<file path="src/rtl/fifo_stream_reader_pkg.sv">
// Shared types for the FIFO stream reader: read-side FSM states, the
// output-buffer occupancy type and the read-issue admission check.
// No ports; imported by the interface users, the buffer and the top.
package fifo_stream_reader_pkg;

  typedef enum logic [1:0] {
    IDLE = 2'd0,
    RUN  = 2'd1,
    STOP = 2'd2
  } rd_state_e;

  // Output buffer occupancy, 0..2.
  typedef logic [1:0] occ_t;

  localparam occ_t OCC_MAX = 2'd2;

  // A new read may be issued only if the word it returns next cycle is
  // guaranteed a buffer slot: words buffered plus the one already in
  // flight, minus the one leaving this cycle, must leave room.
  function automatic logic slot_free(occ_t occ, logic inflight, logic pop);
    logic [2:0] committed;
    committed = {1'b0, occ} + {2'b00, inflight} - {2'b00, pop};
    return committed < {1'b0, OCC_MAX};
  endfunction

endpackage

</file>
<file path="src/rtl/fifo_stream_reader_if.sv">
// Valid/ready stream leaving the FIFO stream reader.
// Signals: data_o (buffer head), valid_o, last_o (burst close) from the
// reader; ready_i from the consumer. master = reader, slave = consumer.
interface fifo_stream_reader_if #(
  parameter int WIDTH = 4
);

  logic [WIDTH-1:0] data_o;
  logic             valid_o;
  logic             last_o;
  logic             ready_i;

  modport master (
    output data_o,
    output valid_o,
    output last_o,
    input  ready_i
  );

  modport slave (
    input  data_o,
    input  valid_o,
    input  last_o,
    output ready_i
  );

endinterface

</file>
<file path="src/rtl/fifo_stream_reader_skid_buf.sv">
// Two-entry output buffer; push and pop may happen in the same cycle.
// Latency: a pushed word is visible at o_head_data the cycle after push.
// Backpressure: none inside; the caller never pushes into a full buffer.
// Ports: i_clk, i_rst_n (sync, active-low), i_push/i_push_data, i_pop,
//        o_head_data (oldest entry), o_occ (0..2).
module fifo_stream_reader_skid_buf
  import fifo_stream_reader_pkg::*;
#(
  parameter int WIDTH = 4
) (
  input  logic             i_clk,
  input  logic             i_rst_n,
  input  logic             i_push,
  input  logic [WIDTH-1:0] i_push_data,
  input  logic             i_pop,
  output logic [WIDTH-1:0] o_head_data,
  output occ_t             o_occ
);

  logic [WIDTH-1:0] r_head;
  logic [WIDTH-1:0] r_tail;
  occ_t             r_occ;

  // Head/tail shift arrangement: the head is always the oldest word, so
  // the output needs no read-pointer mux.
  always_ff @(posedge i_clk) begin
    if (!i_rst_n) begin
      r_head <= '0;
      r_tail <= '0;
      r_occ  <= '0;
    end else begin
      case ({i_push, i_pop})
        2'b10: begin
          if (r_occ == 2'd0) begin
            r_head <= i_push_data;
          end else begin
            r_tail <= i_push_data;
          end
          r_occ <= r_occ + 2'd1;
        end
        2'b01: begin
          r_head <= r_tail;
          r_occ  <= r_occ - 2'd1;
        end
        2'b11: begin
          // Occupancy unchanged; the new word lands behind whatever remains.
          if (r_occ == 2'd1) begin
            r_head <= i_push_data;
          end else begin
            r_head <= r_tail;
            r_tail <= i_push_data;
          end
        end
        default: begin
        end
      endcase
    end
  end

  always_ff @(posedge i_clk) begin
    if (i_rst_n && i_push) begin
      assert (r_occ != OCC_MAX);
    end
  end

  assign o_head_data = r_head;
  assign o_occ       = r_occ;

endmodule

</file>
<file path="src/rtl/fifo_stream_reader.sv">
// Read-side master for the fifo: issues reads, captures 1-cycle-latency data
// into a 2-entry buffer, and presents it as a valid/ready stream with burst
// marking and a running word count.
// Latency: FIFO non-empty (in RUN) to valid_o is 2 cycles; 1 word/cycle steady.
// Backpressure: reads stop once buffered + in-flight words would fill 2 slots;
// data_o is held while valid_o & !ready_i.
// Ports: clk_i, rst_n_i (sync, active-low), enable_i, fifo_empty_i,
//        fifo_rd_data_i, fifo_rd_req_o, strm (data_o/valid_o/last_o/ready_i),
//        word_cnt_o (accepted words, wrapping), busy_o (state != IDLE).
module fifo_stream_reader
  import fifo_stream_reader_pkg::*;
#(
  parameter int WIDTH     = 4,
  parameter int BURST_LEN = 4,
  parameter int CNT_W     = 16
) (
  input  logic                 clk_i,
  input  logic                 rst_n_i,
  input  logic                 enable_i,
  input  logic                 fifo_empty_i,
  input  logic [WIDTH-1:0]     fifo_rd_data_i,
  output logic                 fifo_rd_req_o,
  fifo_stream_reader_if.master strm,
  output logic [CNT_W-1:0]     word_cnt_o,
  output logic                 busy_o
);

  localparam int BEAT_W = (BURST_LEN > 1) ? $clog2(BURST_LEN) : 1;
  localparam logic [BEAT_W-1:0] BEAT_LAST = BEAT_W'(BURST_LEN - 1);

  rd_state_e r_state;
  rd_state_e w_state_nxt;

  logic              r_inflight;
  logic [BEAT_W-1:0] r_beat;
  logic [CNT_W-1:0]  r_word_cnt;

  logic              w_vld;
  logic              w_pop;
  logic              w_issue;
  logic              w_last;
  occ_t              w_occ;
  logic [WIDTH-1:0]  w_head;

  // A word read last cycle is pushed unconditionally; admission was
  // decided when the read was issued.
  fifo_stream_reader_skid_buf #(
    .WIDTH (WIDTH)
  ) u_buf (
    .i_clk       (clk_i),
    .i_rst_n     (rst_n_i),
    .i_push      (r_inflight),
    .i_push_data (fifo_rd_data_i),
    .i_pop       (w_pop),
    .o_head_data (w_head),
    .o_occ       (w_occ)
  );

  assign w_vld   = (w_occ != 2'd0);
  assign w_pop   = w_vld & strm.ready_i;
  assign w_last  = w_vld & (r_beat == BEAT_LAST);
  assign w_issue = (r_state == RUN) & enable_i & ~fifo_empty_i
                 & slot_free(w_occ, r_inflight, w_pop);

  always_comb begin
    w_state_nxt = r_state;
    case (r_state)
      IDLE: begin
        if (enable_i) w_state_nxt = RUN;
      end
      RUN: begin
        if (!enable_i) w_state_nxt = STOP;
      end
      STOP: begin
        // Leave only once the last in-flight word has landed and drained.
        if (enable_i) begin
          w_state_nxt = RUN;
        end else if ((w_occ == 2'd0) && !r_inflight) begin
          w_state_nxt = IDLE;
        end
      end
      default: w_state_nxt = IDLE;
    endcase
  end

  always_ff @(posedge clk_i) begin
    if (!rst_n_i) begin
      r_state    <= IDLE;
      r_inflight <= 1'b0;
      r_beat     <= '0;
      r_word_cnt <= '0;
    end else begin
      r_state    <= w_state_nxt;
      r_inflight <= w_issue;
      if (w_pop) begin
        r_word_cnt <= r_word_cnt + CNT_W'(1);
        // beat survives enable changes so a burst may span a stop/start.
        r_beat     <= w_last ? '0 : r_beat + BEAT_W'(1);
      end
    end
  end

  assign fifo_rd_req_o = w_issue;
  assign strm.data_o   = w_head;
  assign strm.valid_o  = w_vld;
  assign strm.last_o   = w_last;
  assign word_cnt_o    = r_word_cnt;
  assign busy_o        = (r_state != IDLE);

endmodule
</file>
<file path="src/flat_wrapper.sv">
// flat-port wrapper written by rule: the top's interface ports become plain ports
module fifo_stream_reader_flat import fifo_stream_reader_pkg::*;
#(
  parameter int WIDTH     = 4,
  parameter int BURST_LEN = 4,
  parameter int CNT_W     = 16
)
  (clk_i, rst_n_i, enable_i, fifo_empty_i, fifo_rd_data_i, fifo_rd_req_o, word_cnt_o, busy_o, strm_data_o, strm_valid_o, strm_last_o, strm_ready_i);
  fifo_stream_reader_if #(.WIDTH(WIDTH)) strm_i ();
  input  logic clk_i;
  input  logic rst_n_i;
  input  logic enable_i;
  input  logic fifo_empty_i;
  input  logic [WIDTH-1:0] fifo_rd_data_i;
  output logic fifo_rd_req_o;
  output logic [CNT_W-1:0] word_cnt_o;
  output logic busy_o;
  output wire logic [$bits(strm_i.data_o)-1:0] strm_data_o;
  output wire logic [$bits(strm_i.valid_o)-1:0] strm_valid_o;
  output wire logic [$bits(strm_i.last_o)-1:0] strm_last_o;
  input wire logic [$bits(strm_i.ready_i)-1:0] strm_ready_i;
  assign strm_data_o = strm_i.data_o;
  assign strm_valid_o = strm_i.valid_o;
  assign strm_last_o = strm_i.last_o;
  assign strm_i.ready_i = strm_ready_i;
  fifo_stream_reader #(.WIDTH(WIDTH), .BURST_LEN(BURST_LEN), .CNT_W(CNT_W)) u_core (.clk_i(clk_i), .rst_n_i(rst_n_i), .enable_i(enable_i), .fifo_empty_i(fifo_empty_i), .fifo_rd_data_i(fifo_rd_data_i), .fifo_rd_req_o(fifo_rd_req_o), .strm(strm_i), .word_cnt_o(word_cnt_o), .busy_o(busy_o));
endmodule
</file>
<file path="config.mk">
export PLATFORM = sky130hd
export DESIGN_NAME = fifo_stream_reader_flat
export DESIGN_NICKNAME = d
export VERILOG_FILES = /design/src/rtl/fifo_stream_reader_pkg.sv /design/src/rtl/fifo_stream_reader_if.sv /design/src/rtl/fifo_stream_reader_skid_buf.sv /design/src/rtl/fifo_stream_reader.sv /design/src/flat_wrapper.sv
export SDC_FILE = /design/constraint.sdc
export NUM_CORES = 1
export LEC_CHECK = 0
export CORE_UTILIZATION = 65
export DETAILED_ROUTE_END_ITERATION = 10
export DONT_BUFFER_PORTS = 1
export PLACE_DENSITY = 0.81
export SYNTH_ARGS = -nofsm -noshare
export SYNTH_HDL_FRONTEND = slang
export SYNTH_SLANG_ARGS = --single-unit
export TNS_END_PERCENT = 5
</file>
<file path="constraint.sdc">
create_clock -name clk_i -period 7.2 [get_ports clk_i]
set_input_delay 0.72 -clock clk_i [delete_from_list [all_inputs] [get_ports clk_i]]
set_output_delay 0.72 -clock clk_i [all_outputs]
set_load 0.03 [all_outputs]
</file>
---- Word-level counts from Yosys, hierarchy flattened ----
Index checks and enable logic that the tools add are counted.
word-level totals
  flip-flop bits (word level) ............. 31
  bits in writable memories ............... 0
  ROM bits ................................ 0
  memories kept ........................... 0
  logic and storage cells ................. 58
  output and inout port bits .............. 24
  latch bits .............................. 0
operators by class
  muxes and demuxes ....................... 13
  shift operators ......................... 0
  $lt $le $gt $ge ......................... 1
  divide/modulo/power cells ............... 0
  bitwise operators ....................... 6
  add/subtract/negate cells ............... 6
  $mul .................................... 0
  equal/unequal tests ..................... 13
  reduce and logical (&&, ||, !) cells .... 12
operators with widths
  cell                   number
  $add 16x1->16 const B  1
  $mux 4                 4
  $pmux 4 s3             1
  $mux 2                 5
  $eq 2x2->1 const B     4
  $ne 2x2->1 const B     4
  $pmux 4 s2             1
  $reduce_bool 2->1      4
  $eq 2x1->1 const B     3
  $pmux 2 s3             1
  $reduce_and 3->1       2
  $and 1x1->1            5
  $add 2x1->2 const B    2
  $logic_not 2->1        2
  $pmux 2 s2             1
  $add 2x1->3            1
  $lt 3x2->1 const B     1
  $ne 3x2->1 const B     1
  $reduce_bool 3->1      1
  $sub 3x1->3            1
  $ne 2x1->1 const B     1
  $reduce_and 2->1       1
  $sub 2x1->2 const B    1
  $logic_and 1x1->1      1
  other kinds (2)        2

---- Longest topological paths before layout ----
Gate-level depths: netlist (run 1).
  depth in word-level cells ............... 5
  gate-level depth with buffers ........... 10
  mapped depth without buffers ............ 9

---- Cells and area by module ----
From an unflattened synthesis (run 1), not the netlist that was laid out.
unflattened totals
  cells, all modules ...................... 179
  area total of the unflattened synthesis .. 1620.3 um^2
by module, submodules not included
  module                       times used  area an instance (um^2)  cells each
  fifo_stream_reader           1           1076.0                   116
  fifo_stream_reader_skid_buf  1           544.3                    63

---- Worst setup path before layout (run 1) ----
OpenSTA, ideal clock, no wires.
  path kind ............................... input to output
  start ................................... input port strm_ready_i
  end ..................................... output port fifo_rd_req_o
  required time ........................... 6.480 ns
  slack ................................... 3.497 ns
  data arrival time ....................... 2.983 ns
  cell stages on the path ................. 7
  cell sequence ........................... nor2b_1 buf_2 ha_1 nand2b_1 fa_1 xor2_1 nor4_1
between the ends
  cells in the longest elaborated chain, start to end .. 4
ends and longest elaborated chain
  element      line                          source
  from (decl)  flat_wrapper.sv:21            input wire logic [$bits(strm_i.ready_i)-1:0] strm_ready_i;
  $and 1x1->1  fifo_stream_reader.sv:60      assign w_pop = w_vld & strm.ready_i;
  $sub 3x1->3  fifo_stream_reader_pkg.sv:22  committed = {1'b0, occ} + {2'b00, inflight} - {2'b00, pop};
  $lt 3x2->1   fifo_stream_reader_pkg.sv:23  return committed < {1'b0, OCC_MAX};
  $and 1x1->1  fifo_stream_reader.sv:63      & slot_free(w_occ, r_inflight, w_pop);
  to (decl)    flat_wrapper.sv:15            output logic fifo_rd_req_o;
No other way between the ends.

---- Final worst setup path (run 1) ----
  start ................................... register u_core.u_buf.r_occ[1], in the netlist u_core.u_buf.o_occ[1]
  end ..................................... output port fifo_rd_req_o
between the ends
  cells in the longest elaborated chain, start to end .. 5
ends and longest elaborated chain
  element                                              line                               source
  from (decl)                                          fifo_stream_reader_skid_buf.sv:22  occ_t r_occ;
  from (signal assigned)                               fifo_stream_reader_skid_buf.sv:39  r_occ <= r_occ + 2'd1;
  from (signal assigned)                               fifo_stream_reader_skid_buf.sv:43  r_occ <= r_occ - 2'd1;
  branches (longest 2 deep; another with $add 2x1->3)  --
  $sub 3x1->3 (*)                                      fifo_stream_reader_pkg.sv:22
  $lt 3x2->1 (*)                                       fifo_stream_reader_pkg.sv:23
  $and 1x1->1 (*)                                      fifo_stream_reader.sv:63
Mark *: on every way between the ends.

==> results of run 1 <==
## kinds of logic (layout without fill, tap and decap cells)
family          Yosys count  after routing  synth area share, %
mux                       4              4                 2.73
buf+inv                  13             18                 3.41
simple gates             70             70                 25.9
compound gates           21             21                 9.45
xor+xnor                 15             15                 8.94
fa+ha+maj                 8              8                 7.33
flops                    31             31                 42.2
## cells in the mapped netlist (all sizes together) (2+ instances only)
cell type  count  area, sq um
a211oi         2         15.0
a21oi          8         40.0
a221oi         4         35.0
and2           2         12.5
and4           2         18.8
and4b          3         30.0
clkbuf         3         11.3
dfxtp         31          621
ha             7         87.6
inv            9         33.8
mux2i          4         40.0
nand2         14         52.6
nand2b         2         12.5
nand3          3         15.0
nand4          6         52.6
nor2          19         71.3
nor2b          5         31.3
nor3           6         30.0
nor4           2         12.5
o21ai          3         15.0
or3            2         12.5
xnor2          3         26.3
xor2          12          105
## registers in the layout, indices dropped and copies added, names as in the netlist
signal and flops:
u_core.u_buf.r_tail 4, u_core.r_beat 2, u_core.r_inflight 1, u_core.word_cnt_o 16
u_core.u_buf.o_head_data 4, u_core.r_state 2, u_core.u_buf.o_occ 2
## metrics by stage
step                      util, %  power [mW]  setup WS [ps]
after floorplan                 -       0.332           3500
after global placement       73.2       0.347           3770
after detailed placement     73.2       0.356           3650
after CTS                    76.5       0.469           3270
after global routing         76.5       0.494           3070
final                        76.5       0.464           3270
## cell usage in the layout, fill, tap and decap left out, types with 2 or more instances in the layout
cell type / n
mux2i_1: 4
a211oi_1: 2
and4b_1: 3
or3_1: 2
nand3_1: 3
dfxtp_1: 31
o21ai_0: 3
xnor2_1: 3
a21oi_1: 8
nor2_1: 19
nor3_1: 6
nand2b_1: 2
xor2_1: 12
clkbuf_4: 5
nand4_1: 5
ha_1: 7
nor4_1: 2
nor2b_1: 5
clkbuf_8: 2
and2_1: 2
a221oi_1: 4
inv_1: 9
nand2_1: 14
## metal layers
metal  wire length, microns  track usage (%)
met5                      0                0
met4                     14             7.62
met3                    145             9.57
met2                   1520             50.0
met1                   1100             24.7
## worst max-delay path by stage
stage / start / end / slack (ps) / depth (start not counted)
after floorplan: strm_ready_i / fifo_rd_req_o / 3500 / 7
after global placement: u_core.u_buf.o_occ[1] / fifo_rd_req_o / 3770 / 9
after detailed placement: u_core.u_buf.o_occ[1] / fifo_rd_req_o / 3650 / 9
after CTS: u_core.u_buf.o_occ[1] / fifo_rd_req_o / 3270 / 9
after global routing: u_core.u_buf.o_occ[1] / fifo_rd_req_o / 3070 / 9
final: u_core.u_buf.o_occ[1] / fifo_rd_req_o / 3270 / 9
## cell type report
| class | count | share of cell area (%) |
|---|---|---|
| multi-input cells | 118 | 51.1 |
| flip-flops and latches | 31 | 39.7 |
| clock buffers | 8 | 4.40 |
| inverters | 9 | 2.16 |
| well taps | 27 | 2.16 |
| repair buffers | 1 | 0.480 |
## where the power goes
part / switching [mW] / leakage, nW / total (mW) / internal (mW)
Sequential: 0.0397 / 0.251 / 0.229 / 0.190
Clock: 0.0544 / 0.0386 / 0.112 / 0.0574
Combinational: 0.0736 / 0.330 / 0.123 / 0.0492
Total: 0.168 / 0.619 / 0.464 / 0.296
==> metrics.txt, run 1 <==
DP HPWL 2030 microns; largest net degree at the start of global routing 30; layout cells sized above 1 7.19%; # hold bufs at CTS 0; Initial Util 71.9%; setup violators final 0; final hold viol count 0; Final Hold Slack 467 ps; vias in the first global route 1149; Synth Area per Inst 9.07 sq um; Leak 0.619 nW; Worst R2R End u_core.r_inflight; area of the multi-input gates 798 sq um; CP max stage cell nor2b_1; number of fill cells in the layout 156; vias per cell 5.87; CTS root buf clkbuf_4; GR Overflow Total 0; Hold Path Origin enable_i; HP Class primary input to flip-flop; drt total wl 2780 microns; fin crit share 54.6%; CTS tree done; Critical Path Source Type flip-flop; initial antenna violation count 0; Hold Path Sink u_core.r_state[1]; placed inst area 1490 sq um; Hold Path Stages 1; Most used DFF post-synth dfxtp_1; Crit Path Class flip-flop to output pin; FMAX 0.254 GHz; final instance area 1560 sq um; number of vias in the routed layout 1138; VDD IR-drop max 0.229 mV; synth warn 0; sequential-to-total area share from yosys stat 42.2%; worst r2r path cells 9; Final TNS setup 0 ps; # resized after CTS 0; register bit total from synthesis 31; first-pass GRT wire length 4770 microns; max-cap viol count 0; DRC violations left 0; Setup Buffers After CTS 0; Overall Global Routing Usage 25.8%; status finished, final reports clean; worst stage delay on the critical path 470 ps; chip height 49.5 microns; row cnt 16; clock tree buffer depth 2; reg-to-reg slack, setup 4310 ps; CP most frequent cell ha_1; Pre-antenna DRT Iters 4; chip width 49.5 microns; Inserted Clock Buffers 5; Mapped Area 1470 sq um; Avg WL per Cell 14.3 microns; Nets 183; die area 2450 sq um; Yosys cell types 35; Post-synth EDFFs 0; Port Buf Inserts 0; placed cell count 186; CTS H-tree lvls 2; post-synthesis net count 179; total power divided by cell area 297 nW/um^2; Syn-to-layout area delta 6.39%; RSZ-0062 raised after global routing no; Clock Skew 6.22 ps; Buf/Inv on CP 2; CTS clk-pin slew, worst paths 80 ps; DRT antenna net count 0; Top Ports 33; crit path DAT 3210 ps; non-filler cells, final 194; max-slew violation count 0; minimum clock period after layout 3930 ps; pin slew with the least headroom to its limit 868 ps; Worst R2R Start u_core.u_buf.o_occ[1]; Crit. End Element output pin; # clock sinks 31; routability congestion estimate 0.715; CORE AREA 2040 sq um; register area 621 sq um; Worst EP required 6480 ps; Post-Synthesis Cells 162; top cell family by delay on the critical path adder cells; # diodes 0; worst skew pair latency 320 ps; crit-path cells inv_1 > ha_1 > nor2b_1 > ha_1 > nand2b_1 > fa_1 > xor2_1 > nor4_1 > buf_4; Synth async-reset ratio 0%; Slew headroom 42.1%; crit path max fanout 9; 1st-iter DRT viols 18
(Power assumes the default switching activity.)
==> run 2: changes to the inputs <==
--- a/config.mk
+++ b/config.mk
@@ -5,10 +5,10 @@
 export SDC_FILE = /design/constraint.sdc
 export NUM_CORES = 1
 export LEC_CHECK = 0
-export CORE_UTILIZATION = 65
+export CORE_UTILIZATION = 61
 export DETAILED_ROUTE_END_ITERATION = 10
 export DONT_BUFFER_PORTS = 1
-export PLACE_DENSITY = 0.81
+export PLACE_DENSITY = 0.77
 export SYNTH_ARGS = -nofsm -noshare
 export SYNTH_HDL_FRONTEND = slang
 export SYNTH_SLANG_ARGS = --single-unit
==> constraint.sdc (replaced) <==
create_clock -name clk_i -period 4 [get_ports clk_i]
set_input_delay 0.4 -clock clk_i [delete_from_list [all_inputs] [get_ports clk_i]]
set_output_delay 0.4 -clock clk_i [all_outputs]
set_load 0.03 [all_outputs]
==> run 2 against run 1 <==
  * Sequential cell count stayed put
  * Worst hold slack worse by 320 ps
  * Power is 74% higher
  * Critical path depth stayed put
  * Largest power group unchanged
==> metrics.txt, run 2 (same netlist as run 1, synthesis figures left out) <==
Top Ports 33 (unchanged); pre-CTS WS 784 ps (-2860 ps); commonest non-fill, non-tap cell in the layout dfxtp_1; Crit. End Element output pin; row cnt 17 (+1); CTS H-tree lvls 2 (unchanged); chip height 51.1 microns (+3.1%); # resized after CTS 0 (unchanged); clock tree buffer depth 2 (unchanged); Slew headroom 43.0% (+0.94 points); Final Power 0.806 mW (+74%); CORE AREA 2230 sq um (+9.4%); reg-to-reg slack, setup 1140 ps (-3170 ps); largest net degree at the start of global routing 30 (unchanged); # diodes 0 (unchanged); Initial Util 65.8% (-6.2 points); CTS clk-pin slew, worst paths 90 ps (about the same); GR Overflow Total 0 (unchanged); setup violators final 0 (unchanged); worst setup margin 408 ps (-2860 ps); vias in the first global route 1094 (-4.8%); Hold Path Sink u_core.r_state[1]; total power divided by cell area 521 nW/um^2 (+76%); Clock Skew 7.70 ps (+1.48 ps); routability congestion estimate 0.752 (+5.1%); Largest register FFs 16 (unchanged); Nets 183 (unchanged); Logic pwr share 27.4% (+0.9 points); Hold Path Origin enable_i; Sw Pwr 0.308 mW (+84%); vias per cell 5.79 (-1.2%); max-cap viol count 0 (unchanged); DP HPWL 1970 microns (-2.9%); sw frac 38.2% (+2.1 points); fin crit share 89.8%; CTS tree done; Syn-to-layout area delta 5.20%; Worst R2R Start u_core.u_buf.o_occ[1]; crit path max fanout 9 (unchanged); DRT antenna net count 0 (unchanged); drt total wl 2690 microns (-3.2%); worst r2r path cells 9 (unchanged); Final TNS setup 0 ps (unchanged); first-pass GRT wire length 4600 microns (-3.5%); status finished, final reports clean; initial antenna violation count 0 (unchanged); Port Buf Inserts 0 (unchanged); Seq pwr share 50.9% (+1.5 points); Setup Buffers After CTS 0 (unchanged); Pre-antenna DRT Iters 4 (unchanged); FMAX 0.278 GHz; Power Internal 0.498 mW (+68%); Leak 0.610 nW (-1.5%); VDD IR-drop max 0.431 mV (+88%); Core Util, Final 69.2% (-7.3 points); Inserted Clock Buffers 5 (unchanged); die area 2610 sq um (+6.3%); chip width 51.1 microns (+3.1%); HP Class primary input to flip-flop; Worst EP required 3600 ps (-2880 ps); Overall Global Routing Usage 24.2% (-1.6 points); layout cells sized above 1 6.59% (-0.60 points); Hold Path Stages 1 (unchanged); # clock sinks 31 (unchanged); number of vias in the routed layout 1130 (-0.70%); most frequent cells in the layout 31 x dfxtp_1, 19 x nor2_1, 14 x nand2_1, 12 x xor2_1, 9 x inv_1; crit path DAT 3190 ps (-20 ps); pin slew with the least headroom to its limit 854 ps (-14.0 ps); # hold bufs at CTS 0 (unchanged); CTS root buf clkbuf_4; RSZ-0062 raised after global routing no; Critical Path Source Type flip-flop; Avg WL per Cell 13.8 microns (-3.7%); Worst R2R End u_core.r_inflight; minimum clock period after layout 3590 ps; DRC violations left 0 (unchanged); 1st-iter DRT viols 23 (+5); worst skew pair latency 330 ps (about the same); max-slew violation count 0 (unchanged); final hold viol count 0 (unchanged); Crit Path Class flip-flop to output pin; clock share of power 21.7% (-2.4 points)
run 2: worst max-delay path by stage:
stage / from / depth (start not counted) / endpoint
6_report: u_core.u_buf.o_occ[1] / 9 / fifo_rd_req_o
4_1_cts: u_core.u_buf.o_occ[1] / 9 / fifo_rd_req_o
3_5_place_dp: u_core.u_buf.o_occ[1] / 9 / fifo_rd_req_o
5_1_grt: u_core.u_buf.o_occ[1] / 9 / fifo_rd_req_o
3_3_place_gp: u_core.u_buf.o_occ[1] / 9 / fifo_rd_req_o
2_1_floorplan: u_core.u_buf.o_occ[1] / 9 / fifo_rd_req_o
run 2: worst max-delay path: stages (launching register included):
cell,delay [ps]
dfxtp_1,410
inv_1,110
ha_1,280
nor2b_1,470
ha_1,380
nand2b_1,180
fa_1,380
xor2_1,150
nor4_1,280
buf_4,220
run 2: power groups by stage:
stage	sequential (mW)	combinational, mW	clock [mW]
floorplan	0.411	0.187	0
global placement	0.416	0.210	0
detailed placement	0.419	0.219	0
CTS	0.411	0.221	0.175
global route	0.415	0.251	0.189
finish	0.410	0.221	0.175
run 2: metrics by stage:
stage	area, sq um	std cells	hold WS, ps
2_1_floorplan	1470	162	434
3_3_place_gp	1500	187	448
3_5_place_dp	1500	187	480
4_1_cts	1550	195	132
5_1_grt	1550	195	132
6_report	1550	195	142
run 2: per-layer routing:
layer	GRT usage (%)	vias up	wire [microns]
met3	10.7	4	148
met5	0	-	0
met2	41.0	26	1350
met4	9.72	0	25
met1	26.2	530	1170
li1	-	570	-
run 2: area by class of cell:
| class | instances | area, sq um |
|---|---|---|
| timing repair buffer | 1 | 7.51 |
| fill | 188 | 688 |
| clock buffer | 7 | 45.0 |
| inverter | 9 | 33.8 |
| tap | 28 | 35.0 |
| multi-input combinational | 118 | 798 |
| sequential | 31 | 621 |
| clock inverter | 1 | 5.00 |
